**src/rtl/spi_mnrch_param.sv**
```systemverilog
// Parametrised mode-3 SPI monarch: configurable width, divider,
// slave selects, bit order and SS hold across multi-word bursts.
module spi_mnrch_param #(
  parameter int DATA_W     = 16,
  parameter int SCLK_DIV_W = 5,
  parameter int NUM_SS     = 1,
  parameter int LSB_FIRST  = 0,
  localparam int SEL_W = (NUM_SS > 1) ? $clog2(NUM_SS) : 1,
  localparam int CNT_W = $clog2(DATA_W)
) (
  input  logic              clk,
  input  logic              rst_n,
  input  logic              wrt,
  input  logic [DATA_W-1:0] wt_data,
  input  logic [SEL_W-1:0]  ss_sel,
  input  logic              keep_ss,
  input  logic              MISO,
  output logic [NUM_SS-1:0] SS_n,
  output logic              SCLK,
  output logic              MOSI,
  output logic              busy,
  output logic              done,
  output logic [DATA_W-1:0] rd_data
);

  typedef enum logic [2:0] {
    IDLE, FRONT, SHIFT, BACK, HOLD
  } state_t;

  // Preload leaves N/4 clk of high SCLK before the launch fall
  localparam logic [SCLK_DIV_W-1:0] PRE =
    {2'b11, {(SCLK_DIV_W-2){1'b0}}};
  localparam logic [SCLK_DIV_W-1:0] FALL = '1;
  localparam logic [SCLK_DIV_W-1:0] RISE =
    {1'b0, {(SCLK_DIV_W-1){1'b1}}};
  localparam logic [CNT_W-1:0] LAST = CNT_W'(DATA_W-1);

  state_t st, nxt;
  logic [SCLK_DIV_W-1:0] div;
  logic [CNT_W-1:0] bit_cnt;
  logic [DATA_W-1:0] shft;
  logic miso_q, keep_q;
  logic ld, shift, samp, fin, run;
  logic in_range, fall, rise;

  assign in_range = int'({1'b0, ss_sel}) < NUM_SS;
  assign fall = (div == FALL);
  assign rise = (div == RISE);

  always_comb begin
    nxt   = st;
    ld    = 1'b0;
    shift = 1'b0;
    samp  = 1'b0;
    fin   = 1'b0;
    run   = 1'b0;
    unique case (st)
      IDLE: begin
        ld = wrt && in_range;
        if (ld) nxt = FRONT;
      end
      HOLD: begin
        ld = wrt;
        if (ld) nxt = FRONT;
      end
      FRONT: begin
        run = 1'b1;
        if (fall) nxt = SHIFT;
      end
      SHIFT: begin
        run = 1'b1;
        if (fall) shift = 1'b1;
        if (rise) begin
          samp = 1'b1;
          if (bit_cnt == LAST) nxt = BACK;
        end
      end
      BACK: begin
        run = 1'b1;
        if (fall) begin
          shift = 1'b1;
          fin   = 1'b1;
          nxt   = keep_q ? HOLD : IDLE;
        end
      end
      default: nxt = IDLE;
    endcase
  end

  always_ff @(posedge clk or negedge rst_n) begin
    if (!rst_n) begin
      st      <= IDLE;
      div     <= PRE;
      bit_cnt <= '0;
      shft    <= '0;
      miso_q  <= 1'b0;
      keep_q  <= 1'b0;
      SS_n    <= '1;
      done    <= 1'b0;
    end else begin
      st  <= nxt;
      div <= (run && !fin) ? div + 1'b1 : PRE;
      if (ld) bit_cnt <= '0;
      else if (samp) bit_cnt <= bit_cnt + 1'b1;
      if (ld) shft <= wt_data;
      else if (shift) begin
        if (LSB_FIRST != 0) shft <= {miso_q, shft[DATA_W-1:1]};
        else shft <= {shft[DATA_W-2:0], miso_q};
      end
      if (samp) miso_q <= MISO;
      if (ld) keep_q <= keep_ss;
      if (ld && st == IDLE) SS_n <= ~(NUM_SS'(1) << ss_sel);
      else if (fin && !keep_q) SS_n <= '1;
      if (ld) done <= 1'b0;
      else if (fin) done <= 1'b1;
    end
  end

  assign SCLK    = div[SCLK_DIV_W-1];
  assign MOSI    = (LSB_FIRST != 0) ? shft[0] : shft[DATA_W-1];
  assign busy    = (st == FRONT) || (st == SHIFT) || (st == BACK);
  assign rd_data = shft;

endmodule
```
**config.mk**
```make
export PLATFORM = sky130hd
export DESIGN_NAME = spi_mnrch_param
export DESIGN_NICKNAME = d
export VERILOG_FILES = /design/src/rtl/spi_mnrch_param.sv
export SDC_FILE = /design/constraint.sdc
export NUM_CORES = 1
export LEC_CHECK = 0
export ABC_AREA = 1
export ABC_CLOCK_PERIOD_IN_PS = 1600
export CAP_MARGIN = 5
export CORE_MARGIN = 2
export CORE_UTILIZATION = 38
export CTS_CLUSTER_SIZE = 16
export DETAILED_ROUTE_END_ITERATION = 16
export PLACE_DENSITY = 0.76
export SLEW_MARGIN = 25
export SYNTH_ARGS = -nofsm -noshare
export SYNTH_HDL_FRONTEND = slang
export SYNTH_SLANG_ARGS = --single-unit
```
**constraint.sdc**
```tcl
create_clock -name clk -period 1.6 [get_ports clk]
set_input_delay 0.16 -clock clk [delete_from_list [all_inputs] [get_ports clk]]
set_output_delay 0.16 -clock clk [all_outputs]
set_load 0.02 [all_outputs]
```
==> flow_summary.toml, run 1 <==
[critical_path]
cp_num_buf_inv = 1
arrival_ns = 1.76
startpoint_type = "flip-flop"
timing.reg2reg.worst_path_depth = 11
reg2reg_from = "div[0]$_DFF_PN0_"
highest_fanout_seen_on_the_critical_path = 3
cp-startpoint = "div[0]$_DFF_PN0_"
setup.reg_to_reg.worst_slack_ns = 0.03
timing.critical_path.to_type = "flip-flop"
worst_path_dominant_cell_family = "simple AND/OR/NAND/NOR gates"
worstReg2RegEnd = "div[2]$_DFF_PN0_"
worstSetupPathType = "flip-flop to flip-flop"
cp_data_required_time_ns = 1.79
highest_cell_delay_on_the_worst_timing_path_ns = 0.37
cp_common_cell = "sky130_fd_sc_hd__nand2_2"
critical_path.cell_chain = "ha_2, nand2_2, nor2_4, ha_4, nand2_2, nor2_4, nand2_1, nand2_2, inv_2, nand2_1, nor2_1"
cell_with_the_largest_stage_delay_on_the_worst_path = "sky130_fd_sc_hd__dfrtp_1"

[run_status]
outcome = "finished clean"

[synth]
average_size_of_a_mapped_cell_um2 = 8.18
synth_cells = 194
synth_sequential_area_ratio = 0.507
ys.warnings.count = 0
postSynthNetCount = 220
postSynthRegisterBits = 32
syn_area_um2 = 1590
post_synth_num_cell_types = 23

[cells_and_area]
area.growth.synth_to_final_pct = 43.2
layout-drive-gt1-share = 0.152
fillerInstances = 385
number_of_antenna_repair_diodes = 0
num-nets-final = 268

[sta]
fin_worst_skew_ns = 0.00597
finalHoldViolCount = 0
max_freq_mhz = 636
report.final.slew_viol_count = 0
setup_total_negative_slack_ns = 0
final.period_utilization = 0.983
worst-slew-pin-transition_ns = 0.396
setup_repair_after_global_routing_missed_its_margin = "true"
final_period_minus_worst_setup_slack_ns = 1.57
timing.max_slew.rel_slack = 0.736
report.final.setup_viol = 0
post-route-worst-setup-slack_ns = 0.0278

[grt]
grt_first_pass_wirelength_um = 5640
grt_util_all_layers = 0.165
largest_net_degree_at_the_start_of_global_routing = 33
globalRouteMet2Util = 0.256
globalRoute.totalOverflow = 0
globalRouteMet3Util = 0.0584
use_met1 = 0.199
grt_pass1_vias = 1298
global_route.peak_usage_layer = "met2"
initial_antenna_violation_count = 0

[detailed_routing]
viasPerCell = 4.95
final_antenna_net_count = 0
drt_wl_total_um = 3700
drtIter0Drc = 97
num_vias = 1449
drt_pre_antenna_iters = 4
routed_wire_length_per_instance_um = 12.6
remaining_drc_errors = 0

[floorplanning]
die-height_um = 68.6
dieArea_um2 = 4710
die_width_um = 68.6
initial_utilization = 0.397
core_area_um2 = 4000
num_rows = 23
ioPinCount = 43

[power]
power_leakage_nw = 1.06
vdd_ir_drop_max_uv = 497
power.share.clock = 0.213
power.net_switching_mw = 1.37
p_per_area_nw_per_um2 = 1600
cell_internal_pwr_mw = 2.26
seq_power_share = 0.360
power_switching_share = 0.378
power.combinational.fraction = 0.427

[place]
place_ws_ns = -0.0401
globalplace.congestion = 0.791
place_hpwl_um = 2630
place.port_buffers = 42

[clock_network]
clock_tree.root_cell = "sky130_fd_sc_hd__clkbuf_8"
cts.hold.buffers_added = 0
max-clock-path-buffers = 2
clock_sinks = 32
clk_transition_reported_paths_ns = 0.07
cts_inserted_buffers = 5
clock_insertion_delay_worst_skew_ns = 0.29
h-tree-depth = 2
tritoncts = "done"

[hold_path]
worstHoldPathType = "input port to asynchronous set/reset pin"

[flow_run]
maxCapViolations = 0
==> cell families (layout without fill, tap and decap cells) <==
logic type,after synthesis,count (layout),synth area share
buffers and inverters,21,70,0.0662
DFF,32,32,0.507
adders and majority gates,4,4,0.0315
and+or+nand+nor,128,128,0.363
xor gates and xnor gates,1,1,0.00552
AOI/OAI and AO/OA,8,8,0.0268
==> flip-flops by register name, summed over array words and instances, names as in the netlist <==
register and flops:
SS_n 1, bit_cnt 4, div 5, done 1, keep_q 1, miso_q 1, rd_data 16, st 3
==> cell usage after synthesis <==
library cell              count  area (um2)
sky130_fd_sc_hd__nand2_2      1        6.26
sky130_fd_sc_hd__dfrtp_1     29         726
sky130_fd_sc_hd__inv_1       11        41.3
sky130_fd_sc_hd__ha_1         4        50.1
sky130_fd_sc_hd__o21a_1       1        7.51
sky130_fd_sc_hd__buf_2        4        20.0
sky130_fd_sc_hd__dfstp_2      3        78.8
sky130_fd_sc_hd__nand4_1      2        12.5
sky130_fd_sc_hd__nand3_4      1        17.5
sky130_fd_sc_hd__buf_6        1        11.3
sky130_fd_sc_hd__xor2_1       1        8.76
sky130_fd_sc_hd__nand3_2      1        10.0
sky130_fd_sc_hd__a21oi_1      4        20.0
sky130_fd_sc_hd__inv_4        1        6.26
sky130_fd_sc_hd__nor2_1      15        56.3
sky130_fd_sc_hd__o21ai_0      3        15.0
sky130_fd_sc_hd__nand2_1     64         240
sky130_fd_sc_hd__nor3_1       1        5.00
sky130_fd_sc_hd__buf_4        3        22.5
sky130_fd_sc_hd__nor2_4       2        22.5
sky130_fd_sc_hd__nand3_1     40         200
sky130_fd_sc_hd__inv_2        1        3.75
sky130_fd_sc_hd__nor2_2       1        6.26
==> worst max path at each step <==
| stage | cells past startpoint | end |
|---|---|---|
| final | 11 | div[2]$_DFF_PN0_ |
| after global routing | 11 | div[2]$_DFF_PN0_ |
| after CTS | 11 | div[2]$_DFF_PN0_ |
| after detailed placement | 11 | div[2]$_DFF_PN0_ |
| after global placement | 11 | div[2]$_DFF_PN0_ |
| after floorplan | 11 | div[2]$_DFF_PN0_ |
==> power groups by stage <==
stage               sequential (mW)  combinational, mW  clock [mW]
floorplan                      1.52              0.650           0
global placement               1.31               1.51           0
detailed placement             1.32               1.54           0
CTS                            1.31               1.54       0.781
global route                   1.35               1.71       0.826
finish                         1.31               1.55       0.773
==> area by class of cell <==
class	count	area, um2	area share
flip-flops and latches	32	805	0.354
multi-input cells	141	733	0.323
repair buffers	49	510	0.225
clock buffers	5	68.8	0.0303
well taps	50	62.6	0.0275
inverters	13	51.3	0.0226
clock inverters	3	42.5	0.0187
==> routing by layer <==
layer  up-vias  share of wire
li1        720              -
met1       678           0.43
met2        38           0.49
met3        13          0.053
met4         0          0.031
met5         -              0
==> metrics by stage <==
stage / total power, mW / area, um2 / std cells / hold WS [ns] / utilization
final: 3.64 / 2270 / 293 / 0.271 / 0.568
after global routing: 3.88 / 2270 / 293 / 0.311 / 0.568
after CTS: 3.63 / 2210 / 292 / 0.294 / 0.553
after detailed placement: 2.87 / 2100 / 284 / 0.458 / 0.525
after global placement: 2.82 / 2100 / 284 / 0.443 / 0.525
after floorplan: 2.17 / 1590 / 194 / -0.136 / -
==> cells in the final DEF (no fill, tap or decap) <==
master,n
sky130_fd_sc_hd__nor3_1,1
sky130_fd_sc_hd__xor2_1,1
sky130_fd_sc_hd__nand2_2,5
sky130_fd_sc_hd__clkinvlp_4,1
sky130_fd_sc_hd__nand4_1,2
sky130_fd_sc_hd__nand2_1,60
sky130_fd_sc_hd__clkdlybuf4s50_1,39
sky130_fd_sc_hd__nand3_4,1
sky130_fd_sc_hd__inv_2,3
sky130_fd_sc_hd__inv_1,9
sky130_fd_sc_hd__buf_4,4
sky130_fd_sc_hd__ha_2,1
sky130_fd_sc_hd__clkinv_2,1
sky130_fd_sc_hd__ha_4,2
sky130_fd_sc_hd__nor2_4,4
sky130_fd_sc_hd__dlygate4sd2_1,2
sky130_fd_sc_hd__clkbuf_8,5
sky130_fd_sc_hd__inv_4,1
sky130_fd_sc_hd__nand3_1,39
sky130_fd_sc_hd__dfrtp_1,29
sky130_fd_sc_hd__dlymetal6s2s_1,1
sky130_fd_sc_hd__o21ai_0,2
sky130_fd_sc_hd__bufinv_16,1
sky130_fd_sc_hd__buf_12,3
sky130_fd_sc_hd__nand3_2,2
sky130_fd_sc_hd__a21oi_1,4
sky130_fd_sc_hd__o21a_1,1
sky130_fd_sc_hd__o21ai_1,1
sky130_fd_sc_hd__nor2_1,14
sky130_fd_sc_hd__ha_1,1
sky130_fd_sc_hd__dfstp_2,3
==> repair_timing <==
action	CTS	global route
gates resized for setup	4	15
setup buffers	0	1
pin swaps	0	7
setup endpoints to repair	3	28
Power figures use the tool's default switching activity.
==> run 2: changes to the inputs <==
Settings changed: CTS_CLUSTER_SIZE 16 to unset.
==> results of run 2 <==
The final DEF is identical to that of run 1; final timing and power are the same.
==> run 3: changes to the inputs <==
--- a/config.mk
+++ b/config.mk
@@ -7,5 +7,5 @@
 export LEC_CHECK = 0
 export ABC_AREA = 1
-export ABC_CLOCK_PERIOD_IN_PS = 1600
+export ABC_CLOCK_PERIOD_IN_PS = 1400
 export CAP_MARGIN = 5
 export CORE_MARGIN = 2
==> constraint.sdc (replaced) <==
create_clock -name clk -period 1.4 [get_ports clk]
set_input_delay 0.14 -clock clk [delete_from_list [all_inputs] [get_ports clk]]
set_output_delay 0.14 -clock clk [all_outputs]
set_load 0.01 [all_outputs]
==> run 3 against run 2 <==
  * The flow now finishes with violations (setup timing)
  * Register-to-register slack lost 0.15 ns
  * Maximum frequency rose by 3.1%
  * Combinational power grew 10%
  * Largest power group unchanged
==> flow_summary.toml, run 3 (synthesis gave the netlist of run 1 again) <==
[run_status]
outcome = "complete, but fails checks"
violations = "setup timing"

[sta]
hold_ws_ns = 0.229
post-route-worst-setup-slack_ns = -0.124
final_period_minus_worst_setup_slack_ns = 1.52
max_freq_mhz = 656
setup_repair_after_global_routing_missed_its_margin = "true"
finalHoldViolCount = 0
timing.max_slew.rel_slack = 0.829
final.period_utilization = 1.09
fin_worst_skew_ns = 0.00436
report.final.setup_viol = 32
setup_total_negative_slack_ns = -2.40
report.final.slew_viol_count = 0
worst-slew-pin-transition_ns = 0.256

[critical_path]
timing.critical_path.depth = 11
highest_fanout_seen_on_the_critical_path = 3
cp_common_cell = "sky130_fd_sc_hd__nand2_4"
reg2reg_from = "div[1]$_DFF_PN0_"
worstSetupPathType = "flip-flop to flip-flop"
arrival_ns = 1.70
cp-startpoint = "div[1]$_DFF_PN0_"
setup.reg_to_reg.worst_slack_ns = -0.12
worst_path_dominant_cell_family = "simple AND/OR/NAND/NOR gates"
cp_num_buf_inv = 1
highest_cell_delay_on_the_worst_timing_path_ns = 0.39
crit_path_end = "div[2]$_DFF_PN0_"
timing.reg2reg.worst_path_depth = 11
cp_data_required_time_ns = 1.57
worstReg2RegEnd = "div[2]$_DFF_PN0_"
startpoint_type = "flip-flop"
critical_path.cell_chain = "ha_4, nand2_4, nor2_4, ha_4, nand2_4, nor2_4, nand2_2, nand2_4, inv_4, nand2_2, nor2_1"
cell_with_the_largest_stage_delay_on_the_worst_path = "sky130_fd_sc_hd__dfrtp_1"
timing.critical_path.to_type = "flip-flop"

[grt]
grt_pass1_vias = 1333
global_route.peak_usage_layer = "met2"
largest_net_degree_at_the_start_of_global_routing = 33
globalRouteMet2Util = 0.281
use_met1 = 0.220
grt_first_pass_wirelength_um = 5980
initial_antenna_violation_count = 0
globalRouteMet3Util = 0.0487
grt_util_all_layers = 0.173
globalRoute.totalOverflow = 0

[clock_network]
cts_inserted_buffers = 5
h-tree-depth = 2
clock_insertion_delay_worst_skew_ns = 0.28
tritoncts = "done"
max-clock-path-buffers = 2
clock_sinks = 32
cts.hold.buffers_added = 0
clock_tree.root_cell = "sky130_fd_sc_hd__clkbuf_8"
clk_transition_reported_paths_ns = 0.06

[place]
area_post_placement_um2 = 2150
place.port_buffers = 42
globalplace.congestion = 0.793
place_hpwl_um = 2560

[cells_and_area]
layout.cells.most_common = "sky130_fd_sc_hd__nand2_1"
largest_reg_flops = 16
layout-drive-gt1-share = 0.193
mostFrequentLayoutCells = "sky130_fd_sc_hd__nand2_1 (56), sky130_fd_sc_hd__nand3_1 (39), sky130_fd_sc_hd__clkdlybuf4s50_1 (37)"
finalCoreUtilization = 0.581
number_of_antenna_repair_diodes = 0
num-nets-final = 275
post-route-cell-area_um2 = 2320
area.growth.synth_to_final_pct = 46.4

[detailed_routing]
final_antenna_net_count = 0
drtIter0Drc = 69
remaining_drc_errors = 0
viasPerCell = 4.90
num_vias = 1464
routed_wire_length_per_instance_um = 12.3
drt_wl_total_um = 3660
drt_pre_antenna_iters = 4

[floorplanning]
dieArea_um2 = 4710
core_area_um2 = 4000
num_rows = 23
die-height_um = 68.6
die_width_um = 68.6
ioPinCount = 43
initial_utilization = 0.397

[hold_path]
worstHoldPathType = "input port to asynchronous set/reset pin"

[power]
power_leakage_nw = 1.12
p_per_area_nw_per_um2 = 1670
total_power_mw = 3.88
vdd_ir_drop_max_uv = 793

[flow_run]
maxCapViolations = 0
==> run 3: how the worst min path moves through the flow <==
stage                            start                endpoint  slack [ns]
finish                           rst_n       st[2]$_DFFE_PN0P_        0.23
global route                     rst_n       st[2]$_DFFE_PN0P_        0.25
CTS                              rst_n       st[2]$_DFFE_PN0P_        0.23
detailed placement  miso_q$_DFFE_PN0P_      miso_q$_DFFE_PN0P_        0.47
global placement    miso_q$_DFFE_PN0P_      miso_q$_DFFE_PN0P_        0.47
floorplan                        rst_n  bit_cnt[0]$_DFFE_PN0P_       -0.16
==> run 3: where the power goes <==
part           internal [mW]  switching, mW  total (mW)
clock network          0.337          0.315       0.652
registers               1.25          0.273        1.52
logic                  0.900          0.807        1.71
==> run 3: metrics by stage <==
step,instances,setup WS [ns]
after floorplan,194,-0.106
after global placement,290,-0.0727
after detailed placement,290,-0.143
after CTS,298,-0.104
after global routing,299,-0.237
final,299,-0.124
==> run 3: layout make-up <==
type / instances / area, um2
fill: 361 / 1680
sequential: 32 / 805
timing repair buffer: 56 / 563
clock buffer: 6 / 72.6
inverter: 13 / 53.8
tap: 50 / 62.6
multi-input combinational: 141 / 763
clock inverter: 1 / 5.00
==> run 3: what timing repair did <==
item                                    CTS  global route
pin swaps                                 5             8
endpoints found under the hold margin     0             0
setup buffers                             1             1
endpoints found under the setup margin   34            34
resized for setup                         9            15
==> run 3: layer usage <==
metal	wire length (um)	up-vias
met5	0	-
met4	41	0
met3	191	6
met2	1790	35
met1	1640	692
li1	-	731
